`src/rtl/arq_tx_queue.sv`:
```
// Stop-and-wait ARQ transmit queue: FIFO of frames, each sent with a
// sequence number and held until ACKed; NACK/timeout retransmits, retry limit drops.
// Ports: clk, rst (async, active-high)
//   write side: wr_en, wr_data, full, empty, count, overflow
//   link side:  tx_valid, tx_ready, tx_data, tx_seq, err_inject
//   ack side:   ack_in, ack_seq, nack_in, done, fail, retry_cnt
module arq_tx_queue #(
  parameter int DATA_WIDTH = 8,
  parameter int DEPTH      = 8,
  parameter int SEQ_WIDTH  = 3,
  parameter int TIMEOUT    = 16,
  parameter int MAX_RETRY  = 3
) (
  input  logic                    clk,
  input  logic                    rst,
  input  logic                    wr_en,
  input  logic [DATA_WIDTH-1:0]   wr_data,
  output logic                    full,
  output logic                    empty,
  output logic [$clog2(DEPTH):0]  count,
  output logic                    overflow,
  output logic                    tx_valid,
  input  logic                    tx_ready,
  output logic [DATA_WIDTH-1:0]   tx_data,
  output logic [SEQ_WIDTH-1:0]    tx_seq,
  input  logic                    err_inject,
  input  logic                    ack_in,
  input  logic [SEQ_WIDTH-1:0]    ack_seq,
  input  logic                    nack_in,
  output logic                    done,
  output logic                    fail,
  output logic [((MAX_RETRY < 1) ? 1 : $clog2(MAX_RETRY+1))-1:0] retry_cnt
);

  localparam int PW = $clog2(DEPTH);
  localparam int CW = PW + 1;
  localparam int RW = (MAX_RETRY < 1) ? 1 : $clog2(MAX_RETRY+1);
  localparam int TW = $clog2(TIMEOUT);

  typedef enum logic [1:0] {
    S_IDLE,
    S_SEND,
    S_WAIT
  } state_t;

  state_t state_q, state_d;

  logic [DATA_WIDTH-1:0] mem [DEPTH];

  logic [PW-1:0]        wr_ptr_q, wr_ptr_d;
  logic [PW-1:0]        rd_ptr_q, rd_ptr_d;
  logic [CW-1:0]        count_q, count_d;
  logic [SEQ_WIDTH-1:0] seq_q, seq_d;
  logic [RW-1:0]        retry_q, retry_d;
  logic [TW-1:0]        timer_q, timer_d;
  logic                 tx_valid_q, tx_valid_d;
  logic                 done_q, done_d;
  logic                 fail_q, fail_d;
  logic                 overflow_q, overflow_d;
  logic                 push;
  logic                 pop;
  logic                 is_full;

  assign is_full = (count_q == CW'(DEPTH));

  always_comb begin
    state_d    = state_q;
    wr_ptr_d   = wr_ptr_q;
    rd_ptr_d   = rd_ptr_q;
    count_d    = count_q;
    seq_d      = seq_q;
    retry_d    = retry_q;
    timer_d    = timer_q;
    done_d     = 1'b0;
    fail_d     = 1'b0;
    pop        = 1'b0;
    // A write while full is dropped even if a pop frees a slot this cycle.
    push       = wr_en && !is_full;
    overflow_d = wr_en && is_full;

    unique case (state_q)
      S_IDLE: begin
        if (count_q != '0) state_d = S_SEND;
      end
      S_SEND: begin
        if (tx_ready) begin
          state_d = S_WAIT;
          timer_d = '0;
        end
      end
      S_WAIT: begin
        timer_d = timer_q + TW'(1);
        // Valid ACK beats NACK, which beats timeout.
        if (ack_in && (ack_seq == seq_q)) begin
          pop     = 1'b1;
          done_d  = 1'b1;
          state_d = S_IDLE;
        end else if (nack_in ||
                     (timer_q == TW'(TIMEOUT-1))) begin
          if (retry_q < RW'(MAX_RETRY)) begin
            retry_d = retry_q + RW'(1);
            state_d = S_SEND;
          end else begin
            pop     = 1'b1;
            fail_d  = 1'b1;
            state_d = S_IDLE;
          end
        end
      end
      default: state_d = S_IDLE;
    endcase

    // Dropped frames consume a sequence number just like acked ones.
    if (pop) begin
      rd_ptr_d = rd_ptr_q + PW'(1);
      seq_d    = seq_q + SEQ_WIDTH'(1);
      retry_d  = '0;
    end
    if (push) wr_ptr_d = wr_ptr_q + PW'(1);

    count_d    = count_q + CW'(push) - CW'(pop);
    tx_valid_d = (state_d == S_SEND);
  end

  always_ff @(posedge clk or posedge rst) begin
    if (rst) begin
      state_q    <= S_IDLE;
      wr_ptr_q   <= '0;
      rd_ptr_q   <= '0;
      count_q    <= '0;
      seq_q      <= '0;
      retry_q    <= '0;
      timer_q    <= '0;
      tx_valid_q <= 1'b0;
      done_q     <= 1'b0;
      fail_q     <= 1'b0;
      overflow_q <= 1'b0;
    end else begin
      state_q    <= state_d;
      wr_ptr_q   <= wr_ptr_d;
      rd_ptr_q   <= rd_ptr_d;
      count_q    <= count_d;
      seq_q      <= seq_d;
      retry_q    <= retry_d;
      timer_q    <= timer_d;
      tx_valid_q <= tx_valid_d;
      done_q     <= done_d;
      fail_q     <= fail_d;
      overflow_q <= overflow_d;
    end
  end

  // Storage needs no reset: reads are only meaningful while count > 0.
  always_ff @(posedge clk) begin
    if (push) mem[wr_ptr_q] <= wr_data;
  end

  assign full      = is_full;
  assign empty     = (count_q == '0);
  assign count     = count_q;
  assign overflow  = overflow_q;
  assign tx_valid  = tx_valid_q;
  assign tx_seq    = seq_q;
  assign done      = done_q;
  assign fail      = fail_q;
  assign retry_cnt = retry_q;
  // rd_ptr is frozen until pop, so the head frame is stable across retries.
  assign tx_data   = mem[rd_ptr_q] ^
                     {{(DATA_WIDTH-1){1'b0}}, err_inject};

endmodule
```
`config.mk`:
```
export PLATFORM = sky130hd
export DESIGN_NAME = arq_tx_queue
export DESIGN_NICKNAME = d
export VERILOG_FILES = /design/src/rtl/arq_tx_queue.sv
export SDC_FILE = /design/constraint.sdc
export NUM_CORES = 1
export LEC_CHECK = 0
export ABC_CLOCK_PERIOD_IN_PS = 5700
export CAP_MARGIN = 0
export CORE_MARGIN = 1.5
export CORE_UTILIZATION = 23
export CTS_CLUSTER_SIZE = 40
export DETAILED_ROUTE_END_ITERATION = 10
export PLACE_DENSITY = 0.5
export SLEW_MARGIN = 15
export SYNTH_ARGS = -nofsm -noshare
export SYNTH_HDL_FRONTEND = slang
export SYNTH_SLANG_ARGS = --single-unit
```
`constraint.sdc`:
```
create_clock -name clk -period 5.7 [get_ports clk]
set_input_delay 0.855 -clock clk [delete_from_list [all_inputs] [get_ports clk]]
set_output_delay 0.855 -clock clk [all_outputs]
set_load 0.01 [all_outputs]
```
; ---- After elaboration in Yosys (flattened, before gate mapping)
; Memory sizes are Yosys's and may differ from the RTL's.
; Index checks and enable logic that the tools add are counted.
[classes]
add_sub_neg = 7
order_cmp = 1
n_eq_ne = 8
n_mux = 23
n_bitwise = 1
n_reduce_logical = 14
[op_table]
columns = operator, n
row1 = 2-to-1 mux 2 bit, 9
row2 = 2-to-1 mux 1 bit, 11
row3 = "adder 3 x 1 -> 3 bit, second input constant", 3
row4 = "equality test 4 bit, second input constant", 2
row5 = one-hot mux 4 bit (2 select lines), 1
row6 = nonzero test 2 bit, 4
row7 = bitwise XOR 8 x 1 -> 8 bit, 1
row8 = one-hot mux 2 bit (3 select lines), 1
row9 = adder 4 x 1 -> 4 bit, 1
row10 = "adder 4 x 1 -> 4 bit, second input constant", 1
row11 = "equality test 2 x 1 -> 1 bit, second input constant", 2
row12 = logical NOT 4 bit, 1
row13 = 2-to-1 mux 4 bit, 1
row14 = "inequality test 2 bit, second input constant", 2
row15 = AND reduction 4 bit, 1
row16 = nonzero test 4 bit, 1
row17 = subtractor 4 x 1 -> 4 bit, 1
row18 = equality test 3 bit, 1
row19 = logical AND 1 bit, 3
row20 = "adder 2 x 1 -> 2 bit, second input constant", 1
row21 = "equality test 2 bit, second input constant", 1
row22 = logical NOT 2 bit, 1
row23 = "less-than comparator 2 bit, second input constant", 1
row24 = AND reduction 2 bit, 1
row25 = 2 further kinds, 2
[word_totals]
register_bits = 25
ramBits = 64
inputBits = 18
word_cells = 66
mem_count = 1
[mem_list]
columns = memory, words, word_bits, read_ports, rd_clocked_by_memory_dff, wr, line
row1 = mem, 8, 8, 1, 0, 1, 48  ; logic [DATA_WIDTH-1:0] mem [DEPTH];

; ---- Longest topological paths before layout
; Gate-level depths: netlist of the first run.
[depth]
ltp_word = 7
mapped_depth = 11
ltp_nobuf = 11

; ---- Worst setup path after synthesis of the first run
; No wires, ideal clock.
[synth_path]
path_type = input -> register
start = input port nack_in
end = register count_q[2], in the netlist count[2]
setup_time_ns = 0.123
t_arrival_ns = 2.537
required_time_ns = 5.577
path_slack_ns = 3.041
stages = 10
path_cell_list = a31o_2 -> and3_1 -> nor2_4 -> inv_1 -> ha_1 -> inv_1 -> ha_1 -> inv_1 -> fa_1 -> xnor2_1
[synth_between]
elab_chain_len = 5
[synth_lines]
columns = element, line
row1 = "start, declared", 29  ; input logic nack_in,
row2 = logical OR 1 bit, 98  ; end else if (nack_in ||
row3 = 2-to-1 mux 1 bit, 98
row4 = 2-to-1 mux 1 bit, 94  ; if (ack_in && (ack_seq == seq_q)) begin
row5 = 2-to-1 mux 1 bit, 81  ; unique case (state_q)
row6 = named net pop, 61  ; logic pop;
row7 = subtractor 4 x 1 -> 4 bit, 121  ; count_d = count_q + CW'(push) - CW'(pop);
row8 = named net count_d[2], 52  ; logic [CW-1:0] count_q, count_d;
row9 = "end signal, assigned", 142  ; count_q <= count_d;
row10 = "end, declared", 52
; The timed path passes the listed nets, and every way through them passes these cells.
; A chain may end at the register's enable or synchronous reset.

; ---- Worst setup path after layout of the first run
[layout_path]
start = register rd_ptr_q[0]
end = output port tx_data[0]
[layout_between]
elab_chain_len = 2
[layout_lines]
columns = element, line
row1 = "start, declared", 51  ; logic [PW-1:0] rd_ptr_q, rd_ptr_d;
row2 = "start signal, assigned", 141  ; rd_ptr_q <= rd_ptr_d;
row3 = memory read (8 x 8 bit), n/a
row4 = bitwise XOR 8 x 1 -> 8 bit, 168  ; assign tx_data = mem[rd_ptr_q] ^
row5 = "end, declared", 24  ; output logic [DATA_WIDTH-1:0] tx_data,
; Every way passes these cells.

==> results of run 1 <==
cell type report:
class	instances	share of cell area (%)
inverter	11	0.8763
multi-input combinational	111	24.69
tap	216	5.736
sequential	89	54.06
timing repair buffer	40	8.497
clock buffer	11	4.939
clock inverter	5	1.195
critical path, stage by stage (launching register included):
cell             delay, ns
dfrtp_1               0.97
mux4_1                0.64
mux2i_1               0.20
xnor2_1               0.14
clkdlybuf4s50_1       0.55
power groups by stage:
stage | Combinational, W | Sequential, W | Clock [W]
2_1_floorplan | 0.000448 | 0.000917 | 0
3_3_place_gp | 0.000642 | 0.000978 | 0
3_5_place_dp | 0.000649 | 0.000984 | 0
4_1_cts | 0.000652 | 0.000971 | 0.000581
5_1_grt | 0.000709 | 0.000988 | 0.000610
6_report | 0.000635 | 0.000964 | 0.000568
worst max-delay path by stage:
| stage | to | cells past startpoint | start |
|---|---|---|---|
| 3_3_place_gp | tx_data[0] | 4 | rd_ptr_q[0] |
| 4_1_cts | tx_data[0] | 4 | rd_ptr_q[0] |
| 3_5_place_dp | tx_data[0] | 4 | rd_ptr_q[0] |
| 5_1_grt | tx_data[0] | 4 | rd_ptr_q[0] |
| 2_1_floorplan | count[2] | 10 | nack_in |
| 6_report | tx_data[0] | 4 | rd_ptr_q[0] |
cells in the final DEF (no fill, tap or decap), types with 2 or more instances in the layout:
master,netlist,routed
nor3b_1,2,2
nor2_1,10,10
a21o_1,3,3
edfxtp_1,64,64
mux2_2,10,10
a21oi_1,7,7
clkdlybuf4s50_1,0,40
nor3_2,0,2
mux4_1,16,16
inv_1,11,11
clkbuf_16,0,9
dfrtp_1,25,25
clkbuf_1,1,2
xnor2_1,7,7
nand2b_1,3,3
clkinv_2,0,2
nand2_1,13,13
and2b_1,2,2
o21ai_0,4,4
xor2_1,4,4
ha_1,11,11
a311oi_1,2,2
cells by family after synthesis:
| kind of cell | synth area share [%] |
|---|---|
| xor+xnor | 2.541 |
| compound gates | 3.367 |
| flops | 67.19 |
| buf+inv | 2.376 |
| mux | 14.32 |
| fa+ha+maj | 4.158 |
| simple gates | 6.040 |
state kept, by name, indices dropped and copies added, names as in the netlist:
register and flops:
done 1, tx_valid 1, retry_cnt 2, state_q 2, wr_ptr_q 3, timer_q 4
mem 64, fail 1, rd_ptr_q 3, overflow 1, count 4, tx_seq 3
through the flow:
stage / power [W] / setup slack, ns
after floorplan: 0.001366 / 3.041
final: 0.002167 / 1.999
after global routing: 0.002307 / 1.851
after detailed placement: 0.001633 / 2.276
after global placement: 0.001620 / 2.277
after CTS: 0.002204 / 1.904
per-layer routing:
metal,vias up,GRT usage (%)
li1,927,-
met1,957,11.22
met2,26,13.55
met3,10,1.890
met4,0,4.444
met5,-,0
==> impl_results.md, run 1 <==
* CTS clock-pin slew for the worst setup and hold paths at 0.06 ns
* Antenna diode instance count at 0
* CP Data Required Time at 4.85 ns
* Path depth of the worst reg2reg path at 11
* Category of the worst setup path capture point: output port
* Synth-to-layout area growth at 24.29%
* Hold path startpoint: tx_seq[2]
* Buffer levels on the longest clock path at 2
* Outcome: completed
* Sequential group share of total power at 44.5%
* Final global-route overflow total at 0
* Maximum clock frequency at 270.2 MHz
* Estimated wirelength of the detail-placed design at 4547 um
* Layout Skew at 0.002088 ns
* Met3 layer wire length in the routed design at 156 um
* Number of cells on the worst hold path at 1
* Post-CTS Repair Setup Buffers at 0
* Final antenna-violating net count at 0
* Hold violation total from the final report at 0
* Most used standard cells in the synthesized netlist: 64 x edfxtp_1, 25 x dfrtp_1, 16 x mux4_1
* Number of warnings printed during yosys synthesis at 0
* Mean instance size in the synthesized netlist at 17.47 um2
* Max_slew headroom at 34.40%
* Number of distinct library cell variants in the gate-level netlist after synthesis at 37
* Count of max-cap constraint violations at 0
* Count of state elements after synthesis at 89
* Top cells by area, synth: edfxtp_1 51%, dfrtp_1 17%, mux4_1 11%
* Count of buffers from port buffering at 40
* Cell taking the most area after synthesis: edfxtp_1
* Met1 wire length at 3178 um
* Terminating pin of the worst hold path: tx_seq[2]
* Kind of path behind the tightest hold check: register to register
* Worst Setup Path Type: register to output port
* Number of setup violations in the final report at 0
* Most repeated cell in the gate-level netlist after synthesis: edfxtp_1
* DRC errors left at 0
* Std-Cell Rows at 46
* Beginning of the worst register-to-register path: timer_q[0]
* Count of routing violations after the opening detailed-route iteration at 109
* Placed cell area at 4423 um2
* Share of synthesized area occupied by flip-flops and latches at 67.19%
* Total iterations of the first detailed-routing run at 4
* Count of cells resized by post-cts repair at 0
* Share of total power consumed by net switching at 29.21%
* Cell at the root of the clock tree: clkbuf_16
* CP startpoint kind: register
* Worst setup slack for register-to-register paths at 3.07 ns
* Combinational power share at 29.3%
* Clock Sink Count at 89
* Fin cells at 483
* Floorplan die area at 17,260 um2
* Data arrival at the endpoint of the critical path at 2.85 ns
* Pin count of the biggest net entering global routing at 26
* Cell-internal power at 0.001534 W
* Ys async rst share at 28.09%
* Vias at 1,920
* Peak supply drop at 0.0001438 V
* Sum of negative setup slack at 0 ns
* Die outline width at 131.4 um
* Number of cells produced by synthesis at 217
* Wirelength, routed at 6928 um
* Setup repair after global routing missed its margin: false
* Total routing usage reported by global routing at 8.634%
* H-tree level count at 3
* Cts hold-fix bufs at 0
* Net count of the mapped netlist at 247
* Final Slew Violations at 0
* Power per standard cell area at 459.8 nW/um2
* EDFF count, synth at 64
* LEAKAGE at 1.707 nW
* Area taken by multi-input logic gates at 1164 um2
* Net count, final at 292
* CTS Buf Count at 9
* Vias in the first global route at 2,004
* Die span in y at 131.4 um
* Area share of the leading cell type in the synthesized netlist at 50.69%
* Top-level I/O count at 41
* Total non-filler cell area in the finished layout at 4712 um2
* Last weighted congestion value of the routability-driven placer at 0.6773
* Worst skew pair latency at 0.33 ns
* Share of the clock period used by the worst path after layout at 64.92%
* Vias per cell at 3.975
* Register area at 2547 um2
* Average detailed-routed wire length per instance at 14.34 um
* Mapped cell area at 3791 um2
* Endpoint of the worst register-to-register path: count[2]
* Count of fill cells added during filler insertion at 1,636
* Final core occ at 29.45%
* Dominant synthesized flop cell: edfxtp_1
* Transition time at the pin with the least slew margin at 0.9829 ns
* CTS tree: done
* Topmost layer with routed signal wires: met4
* Post-layout min period at 3.701 ns
* Hold Worst Slack at 0.5214 ns
* Placed cell count at 467
* Initial antenna violation count at 0
* Net Switching at 0.0006328 W
* First-pass GRT wire length at 11,120 um
* Fraction of power consumed by the clock network at 26.2%
* Worst-path maximum fanout at 18
* Initial cell density of the core at 23.69%
* Wire length on met2 at 3453 um
* Core ar. at 16,000 um2
* Ratio of cells with drive above 1 in the final layout at 11.24%
No activity file was read; power rests on OpenSTA's default activity.
==> inputs of run 2 (changes only) <==
ABC_CLOCK_PERIOD_IN_PS = 3500   (was 5700)
clock period = 3.5 ns   (was 5.7 ns; I/O delays follow)
==> impl_results.md, run 2 (synthesis results as in run 1) <==
* Sum of negative setup slack at 0 ns (unchanged)
* Final global-route overflow total at 0 (unchanged)
* Wire length on met2 at 3578 um (was 3453 um)
* Count of cells resized by post-cts repair at 0 (unchanged)
* Final antenna-violating net count at 0 (unchanged)
* Sequential group share of total power at 41.2% (was 44.5%)
* Met3 layer wire length in the routed design at 178 um (was 156 um)
* Most frequent standard cell in the layout excluding fill and tap cells: edfxtp_1 (unchanged)
* Antenna diode instance count at 0 (unchanged)
* Top-level I/O count at 41 (unchanged)
* Worst-path maximum fanout at 8 (was 18)
* Core ar. at 16,000 um2 (unchanged)
* Initial cell density of the core at 23.69% (unchanged)
* Std-Cell Rows at 46 (unchanged)
* Max_slew headroom at 33.30% (was 34.40%)
* Outcome: completed (unchanged)
* Fraction of power consumed by the clock network at 28.0% (was 26.2%)
* Count of routing violations after the opening detailed-route iteration at 122 (was 109)
* Die span in y at 131.4 um (unchanged)
* Topmost layer with routed signal wires: met4 (unchanged)
* Met1 wire length at 3539 um (was 3178 um)
* Category of the worst setup path capture point: output port (unchanged)
* First-pass GRT wire length at 11,860 um (was 11,120 um)
* Cts hold-fix bufs at 0 (unchanged)
* Power per standard cell area at 768.7 nW/um2 (was 459.8 nW/um2)
* Area taken by multi-input logic gates at 1154 um2 (was 1164 um2)
* Wirelength, routed at 7405 um (was 6928 um)
* Estimated wirelength of the detail-placed design at 5059 um (was 4547 um)
* Number of setup violations in the final report at 0 (unchanged)
* Register area at 2547 um2 (unchanged)
* Placed cell area at 4496 um2 (was 4423 um2)
* Total routing usage reported by global routing at 9.058% (was 8.634%)
* Data arrival at the endpoint of the critical path at 2.60 ns (was 2.85 ns)
* Combinational power share at 30.8% (was 29.3%)
* Last weighted congestion value of the routability-driven placer at 0.6824 (was 0.6773)
* CTS clock-pin slew for the worst setup and hold paths at 0.07 ns (was 0.06 ns)
* Vias in the first global route at 2,116 (was 2,004)
* Worst skew pair latency at 0.33 ns (about the same)
* Hold violation total from the final report at 0 (unchanged)
* Vias at 1,978 (was 1,920)
* Layout Skew at 0.007200 ns (was 0.002088 ns)
* Kind of path behind the tightest hold check: register to register (unchanged)
* Net count, final at 303 (was 292)
* Post-layout min period at 3.124 ns
* Transition time at the pin with the least slew margin at 0.9994 ns (was 0.9829 ns)
* Final Slew Violations at 0 (unchanged)
* H-tree level count at 3 (unchanged)
* CTS tree: done (unchanged)
* Post-CTS Repair Setup Buffers at 0 (unchanged)
* Vias per cell at 4.004 (was 3.975)
* Total non-filler cell area in the finished layout at 4822 um2 (was 4712 um2)
* Die outline width at 131.4 um (unchanged)
* Pin count of the biggest net entering global routing at 26 (unchanged)
* Share of total power consumed by net switching at 29.39% (was 29.21%)
* Ratio of cells with drive above 1 in the final layout at 14.75% (was 11.24%)
* Synth-to-layout area growth at 27.19% (was 24.29%)
* DRC errors left at 0 (unchanged)
* Cell-internal power at 0.002617 W (was 0.001534 W)
* Register bank with the most flops: mem (unchanged)
* Floorplan die area at 17,260 um2 (unchanged)
* Count of fill cells added during filler insertion at 1,637 (was 1,636)
* Initial antenna violation count at 0 (unchanged)
* Count of max-cap constraint violations at 0 (unchanged)
* Buffer levels on the longest clock path at 2 (unchanged)
* Clock Sink Count at 89 (unchanged)
* Maximum clock frequency at 320.1 MHz
* Worst Setup Path Type: register to output port (unchanged)
* Share of the clock period used by the worst path after layout at 89.24%
* Commonest non-fill, non-tap cells in the layout: 64 x edfxtp_1, 40 x clkdlybuf4s50_1, 25 x dfrtp_1, 16 x mux4_1, 13 x nand2_1 (unchanged)
* Count of buffers from port buffering at 40 (unchanged)
* Average detailed-routed wire length per instance at 14.99 um (was 14.34 um)
* Setup repair after global routing missed its margin: false (unchanged)
* Cell at the root of the clock tree: clkbuf_16 (unchanged)
* CTS Buf Count at 9 (unchanged)
* CP Data Required Time at 2.97 ns (was 4.85 ns)
* Number of flip-flops in the largest register at 64 (unchanged)
* LEAKAGE at 1.781 nW (was 1.707 nW)
* Total iterations of the first detailed-routing run at 4 (unchanged)
* Peak supply drop at 0.0002614 V (was 0.0001438 V)
* CP startpoint kind: register (unchanged)
* Net Switching at 0.001090 W (was 0.0006328 W)
==> run 2: power by group through the flow <==
| stage | logic [W] | clock network (W) | registers [W] |
|---|---|---|---|
| final | 0.00114 | 0.00104 | 0.00153 |
| after global routing | 0.00126 | 0.00110 | 0.00156 |
| after CTS | 0.00118 | 0.00107 | 0.00153 |
| after detailed placement | 0.00117 | 0 | 0.00155 |
| after global placement | 0.00114 | 0 | 0.00155 |
| after floorplan | 0.000730 | 0 | 0.00149 |
==> run 2: metal layers <==
layer / global-route usage (%) / vias to the layer above
li1: - / 944
met1: 11.91 / 1011
met2: 14.40 / 17
met3: 2.122 / 6
met4: 3.704 / 0
met5: 0 / -
==> run 2: worst max-delay path, cell delays in order, from the launching register on <==
cell and delay (ns):
dfrtp_1 0.62, buf_4 0.29, mux4_1 0.59, mux2_2 0.29, clkdlybuf4s50_1 0.48
==> run 2: worst paths after layout <==
check | start | end | slack [ns] | depth (start not counted)
worst max-delay path | rd_ptr_q[0] | tx_data[6] | 0.38 | 4
worst min-delay path | tx_seq[2] | tx_seq[2] | 0.53 | 1
worst max register to register | timer_q[0] | count[2] | 0.89 | 11
worst min register to register | tx_seq[2] | tx_seq[2] | 0.53 | 1
max in group asynchronous | rst | wr_ptr_q[2] | 2.15 | 2
min in group asynchronous | rst | overflow | 0.74 | 2
==> run 2: area by class of cell <==
type / count / area share, %
clock inverter: 7 / 2.102
clock buffer: 9 / 4.670
tap: 216 / 5.605
inverter: 11 / 0.8563
sequential: 89 / 52.83
timing repair buffer: 51 / 10.02
multi-input combinational: 111 / 23.92
==> run 2: through the flow <==
step	hold slack, ns	utilization, %	setup slack (ns)	cells	power (W)
3_5_place_dp	0.5167	28.10	0.6291	478	0.002724
6_report	0.5345	30.14	0.3764	494	0.003707
5_1_grt	0.5536	30.14	0.2643	494	0.003927
2_1_floorplan	0.4856	-	1.052	217	0.002224
3_3_place_gp	0.5057	28.10	0.6552	478	0.002694
4_1_cts	0.5320	30.14	0.3305	494	0.003773
